<file path="config.mk">
export PLATFORM = sky130hd
export DESIGN_NAME = port_event_sequencer
export DESIGN_NICKNAME = d
export VERILOG_FILES = /design/src/rtl/port_event_sequencer.sv
export SDC_FILE = /design/constraint.sdc
export NUM_CORES = 1
export LEC_CHECK = 0
export BUFFER_PORTS_ARGS = -buffer_cell sky130_fd_sc_hd__buf_2
export CORE_MARGIN = 5
export CORE_UTILIZATION = 45
export CTS_CLUSTER_DIAMETER = 80
export DETAILED_ROUTE_END_ITERATION = 8
export PLACE_DENSITY = 0.74
export SETUP_SLACK_MARGIN = 0.4
export SYNTH_ARGS = -nofsm -noshare
export SYNTH_HDL_FRONTEND = slang
export SYNTH_SLANG_ARGS = --single-unit
export TNS_END_PERCENT = 10
</file>
<file path="constraint.sdc">
create_clock -name clk -period 5.4 [get_ports clk]
set_clock_uncertainty 0.05 [all_clocks]
set_input_delay 0.54 -clock clk [delete_from_list [all_inputs] [get_ports clk]]
set_output_delay 0.54 -clock clk [all_outputs]
set_load 0.1 [all_outputs]
</file>
<file path="src/rtl/port_event_sequencer.sv">
// Root-port connect/reset/suspend/resume sequencer driven by one shared 24-bit timer.
// Optional remote wake (resumeIntIn wakes SUSPENDED) enabled by PORT_SEQ_REMOTE_WAKE_EN.
module port_event_sequencer #(
  parameter int DEBOUNCE_CYCLES = 100000,
  parameter int RESET_CYCLES    = 600000,
  parameter int RECOVERY_CYCLES = 60000,
  parameter int RESUME_CYCLES   = 1200000
) (
  input  logic       clk,
  input  logic       rst,
  input  logic [1:0] connectStateIn,
  input  logic       connectionEventIn,
  input  logic       resumeIntIn,
  input  logic       resetReqIn,
  input  logic       suspendReqIn,
  input  logic       resumeReqIn,
  input  logic       irqAckIn,
  output logic       forceSE0Out,
  output logic       forceKOut,
  output logic       sofEnableOut,
  output logic       lowSpeedOut,
  output logic [2:0] portStateOut,
  output logic       irqOut,
  output logic [1:0] irqCauseOut
);

  // state        | meaning
  // DISCONNECTED | no device on the line
  // DEBOUNCE     | device seen, waiting for a stable line
  // ATTACHED     | device present, waiting for a port reset
  // BUS_RESET    | driving SE0
  // RECOVERY     | idle line after reset
  // ENABLED      | SOFs running
  // SUSPENDED    | SOFs stopped
  // RESUME_K     | driving K to wake the device
  typedef enum logic [2:0] {
    DISCONNECTED = 3'd0,
    DEBOUNCE     = 3'd1,
    ATTACHED     = 3'd2,
    BUS_RESET    = 3'd3,
    RECOVERY     = 3'd4,
    ENABLED      = 3'd5,
    SUSPENDED    = 3'd6,
    RESUME_K     = 3'd7
  } state_t;

  localparam logic [23:0] DEB_TC = 24'(DEBOUNCE_CYCLES - 1);
  localparam logic [23:0] RST_TC = 24'(RESET_CYCLES - 1);
  localparam logic [23:0] REC_TC = 24'(RECOVERY_CYCLES - 1);
  localparam logic [23:0] RES_TC = 24'(RESUME_CYCLES - 1);

  state_t      state, nxt;
  logic [23:0] timer;
  logic        restart, set_conn, set_resume, latch_speed;
  logic        line_valid, disconnect, resume_go;

  assign line_valid = (connectStateIn == 2'b01) || (connectStateIn == 2'b10);
  assign disconnect = connectionEventIn && (connectStateIn == 2'b00);

`ifdef PORT_SEQ_REMOTE_WAKE_EN
  assign resume_go = resumeReqIn | resumeIntIn;
`else
  logic unused_resume_int;
  assign unused_resume_int = resumeIntIn;
  assign resume_go = resumeReqIn;
`endif

  always_comb begin
    nxt         = state;
    restart     = 1'b0;
    set_conn    = 1'b0;
    set_resume  = 1'b0;
    latch_speed = 1'b0;
    case (state)
      DISCONNECTED: if (line_valid) nxt = DEBOUNCE;
      DEBOUNCE: begin
        if (!line_valid) nxt = DISCONNECTED;
        else if (connectionEventIn) restart = 1'b1;
        else if (timer == DEB_TC) begin
          nxt         = ATTACHED;
          latch_speed = 1'b1;
          set_conn    = 1'b1;
        end
      end
      ATTACHED:  if (resetReqIn) nxt = BUS_RESET;
      BUS_RESET: if (timer == RST_TC) nxt = RECOVERY;
      RECOVERY:  if (timer == REC_TC) nxt = ENABLED;
      ENABLED: begin
        if (resetReqIn) nxt = BUS_RESET;
        else if (suspendReqIn) nxt = SUSPENDED;
      end
      SUSPENDED: begin
        if (resetReqIn) nxt = BUS_RESET;
        else if (resume_go) nxt = RESUME_K;
      end
      RESUME_K: if (timer == RES_TC) begin
        nxt        = ENABLED;
        set_resume = 1'b1;
      end
      default: nxt = DISCONNECTED;
    endcase
    // Disconnect overrides any request, except while the host owns the line.
    if (disconnect && (state == ATTACHED || state == RECOVERY ||
                       state == ENABLED  || state == SUSPENDED)) begin
      nxt      = DISCONNECTED;
      set_conn = 1'b1;
    end
  end

  always_ff @(posedge clk) begin
    if (rst) begin
      state        <= DISCONNECTED;
      timer        <= '0;
      forceSE0Out  <= 1'b0;
      forceKOut    <= 1'b0;
      sofEnableOut <= 1'b0;
      lowSpeedOut  <= 1'b0;
      irqCauseOut  <= 2'b00;
    end else begin
      state        <= nxt;
      timer        <= (nxt != state || restart) ? 24'd0 : timer + 24'd1;
      forceSE0Out  <= (nxt == BUS_RESET);
      forceKOut    <= (nxt == RESUME_K);
      sofEnableOut <= (nxt == ENABLED);
      if (latch_speed) lowSpeedOut <= (connectStateIn == 2'b01);
      irqCauseOut  <= (irqCauseOut & {2{~irqAckIn}}) | {set_resume, set_conn};
    end
  end

  assign portStateOut = state;
  assign irqOut       = |irqCauseOut;

endmodule

</file>
==> metrics <==
H-tree depth=2; syn_nets=235; most frequent cells in the layout=33 x dfxtp_1, 22 x nor2_1, 20 x nor3_2; Final ANT Viol Nets=0; Final period util=0.483; hpwl dp=2690 um; setup TNS=0 ps; slew margin rel.=0.595; vias after detailed routing=between 1500 and 2000; largest net degree at the start of global routing=25; Min-Delay Endpoint=irqCauseOut[1]$_SDFF_PP0_; status=completed; #FFs+latches synth=33; Setup crit end kind=flop; Die X=around 75 um; CTS clk-pin slew, worst paths=roughly 60 ps; PD cells=between 200 and 250 mW/mm2; root buffer cell=clkbuf_8; fill count=approximately 380; GR Util All Layers=0.153; most common cell after layout, fill and taps aside=dfxtp_1; Layout Utilization=0.512; Cells after Synth=between 200 and 250; area of the mapped netlist=0.00192 mm2; ys async rst share=0; post-synthesis sequential area ratio=0.344; hold depth=2; cts repair resizes=0; gp weighted congestion=0.777; CTS Buf Count=5; initial antenna violation count=0; # rows=23; share of cells above drive strength 1=0.225; R2R setup slack=2790 ps; design area=0.00208 mm2; hold wc startpoint=irqCauseOut[1]$_SDFF_PP0_; Starting Density=0.473; drt initial violations=about 110; P_leak=0.000719 uW; Critical Path RT=5560 ps; Slew Limit Fails=0; critical path class=reg2reg; r2r worst-path depth=8; highest clock rate=383 MHz; Vias/cell=5.56; Synth Area per Inst=8.64 um2; Max FO, Critical Path=24; crit path setup slack, layout=2790 ps; vias in the first global route=1438; clock buffer depth=2; final setup fails=0; routed wire length=3840 um; total core area=between 0.004 and 0.005 mm2; Setup Buffers After CTS=0; Min-Delay Path Class=reg2reg; RSZ-0062 raised after global routing=false; Buffers on Ports=18; CTS tree=done; dpl ws=2850 ps; DR WL/cell=roughly 13 um; final net count=between 200 and 300; Max-cap violations=0; type of origin of the critical path=flop; FF-to-FF Start=timer[0]$_SDFF_PP0_; Synth Flop Type=dfxtp_1; worst vdd ir=148 uV; Die ar.=0.00567 mm2; hold_buf cts=0; synth unique cells=46; WP data arrival=2770 ps; die extent in y=about 75 um; YS warnings=0; First-pass DRT Iterations=4; IO Count=20; Final Hold Viols=0; reg2reg end=timer[1]$_SDFF_PP0_; worst-margin pin slew=roughly 610 ps; clk_lat worst skew=just under 300 ps; clk sink count=33; DP Area=~0.0020 mm2; first-pass GRT wire length=around 6600 um; antenna diode count=0; grt ovf=0; area grow syn2layout=8.35%; final worst path period need=2610 ps; number of synthesized flops with an enable pin=0; DRC=0
## routing by layer
| metal | vias to the layer above | global-route usage | part of all wire |
|---|---|---|---|
| li1 | 814 | - | - |
| met1 | 730 | 0.203 | 0.47 |
| met3 | 6 | 0.0360 | 0.054 |
| met5 | - | 0 | 0 |
| met2 | 41 | 0.231 | 0.45 |
| met4 | 0 | 0.0777 | 0.020 |
## per-stage QoR
stage	hold slack, ps	std cells	power, uW
after global placement	420	280	301
final	430	286	464
after detailed placement	420	280	301
after CTS	432	286	470
after global routing	463	286	484
after floorplan	430	222	295
## synthesized netlist by cell type, drive strengths merged, types with 2 or more instances
library cell   n  share of area
nand4b         2         0.0091
o22ai          2         0.0065
nand3b         2         0.0078
nand2         18          0.035
o211ai         2          0.013
xor2          13          0.059
clkbuf         4         0.0078
nand4          5          0.016
o31ai          2         0.0078
dfxtp         33           0.34
nand3         17          0.047
nor3          28           0.13
a21oi          6          0.016
nor2          22          0.043
ha             3          0.020
o21ai          5          0.013
nor4           5          0.016
or4            2         0.0078
a31oi          2         0.0065
inv            9          0.018
and3           2         0.0065
and4           2         0.0091
buf            7          0.031
xnor2          9          0.041
nand2b         3         0.0098
## state kept, by name, summed over array words and instances (netlist names)
register and count:
forceKOut 1, timer 24, portStateOut 3, sofEnableOut 1
irqCauseOut 2, forceSE0Out 1, lowSpeedOut 1
## worst max-delay path by stage
stage          slack (ps)                    to                  startpoint  cells past startpoint
2_1_floorplan        2730  timer[14]$_SDFF_PP0_  portStateOut[2]$_SDFF_PP0_                      9
3_3_place_gp         2880   timer[1]$_SDFF_PP0_         timer[0]$_SDFF_PP0_                      8
3_5_place_dp         2850   timer[1]$_SDFF_PP0_         timer[0]$_SDFF_PP0_                      8
4_1_cts              2820   timer[1]$_SDFF_PP0_         timer[0]$_SDFF_PP0_                      8
5_1_grt              2620   timer[1]$_SDFF_PP0_         timer[0]$_SDFF_PP0_                      8
6_report             2790   timer[1]$_SDFF_PP0_         timer[0]$_SDFF_PP0_                      8
## critical path, cell delays in order, from the launching register on
cell      delay, ps
dfxtp_1         420
ha_1            240
and4_1          330
nand3b_1        150
o41a_1          390
nand3_2         110
o211ai_2        130
mux2_4          480
nor3b_1         230
## cells by family (layout without fill, tap and decap cells)
kind of cell,after synthesis,in the layout,share of synthesized area
AOI/OAI and AO/OA,23,23,0.0828
xor gates and xnor gates,22,22,0.100
adders and majority gates,3,3,0.0196
buffers and inverters,20,34,0.0561
DFF,33,33,0.344
muxes,2,2,0.0130
and+or+nand+nor,119,119,0.384
## area by class of cell
type / count / area, um2 / area share
Multi-Input combinational cell: 169 / 1150 / 0.553
Sequential cell: 33 / 661 / 0.318
Timing Repair Buffer: 19 / 97.6 / 0.0470
Clock buffer: 5 / 68.8 / 0.0331
Tap cell: 50 / 62.6 / 0.0301
Inverter: 9 / 33.8 / 0.0163
Clock inverter: 1 / 5.00 / 0.00241
## report_power, final
| part | internal, uW | total [uW] | switching (uW) |
|---|---|---|---|
| logic | 13.1 | 45.0 | 31.9 |
| registers | 246 | 251 | 5.08 |
| clock network | 84.6 | 169 | 84.3 |
| total | 343 | 464 | 121 |
No activity file was read; power rests on OpenSTA's default activity.
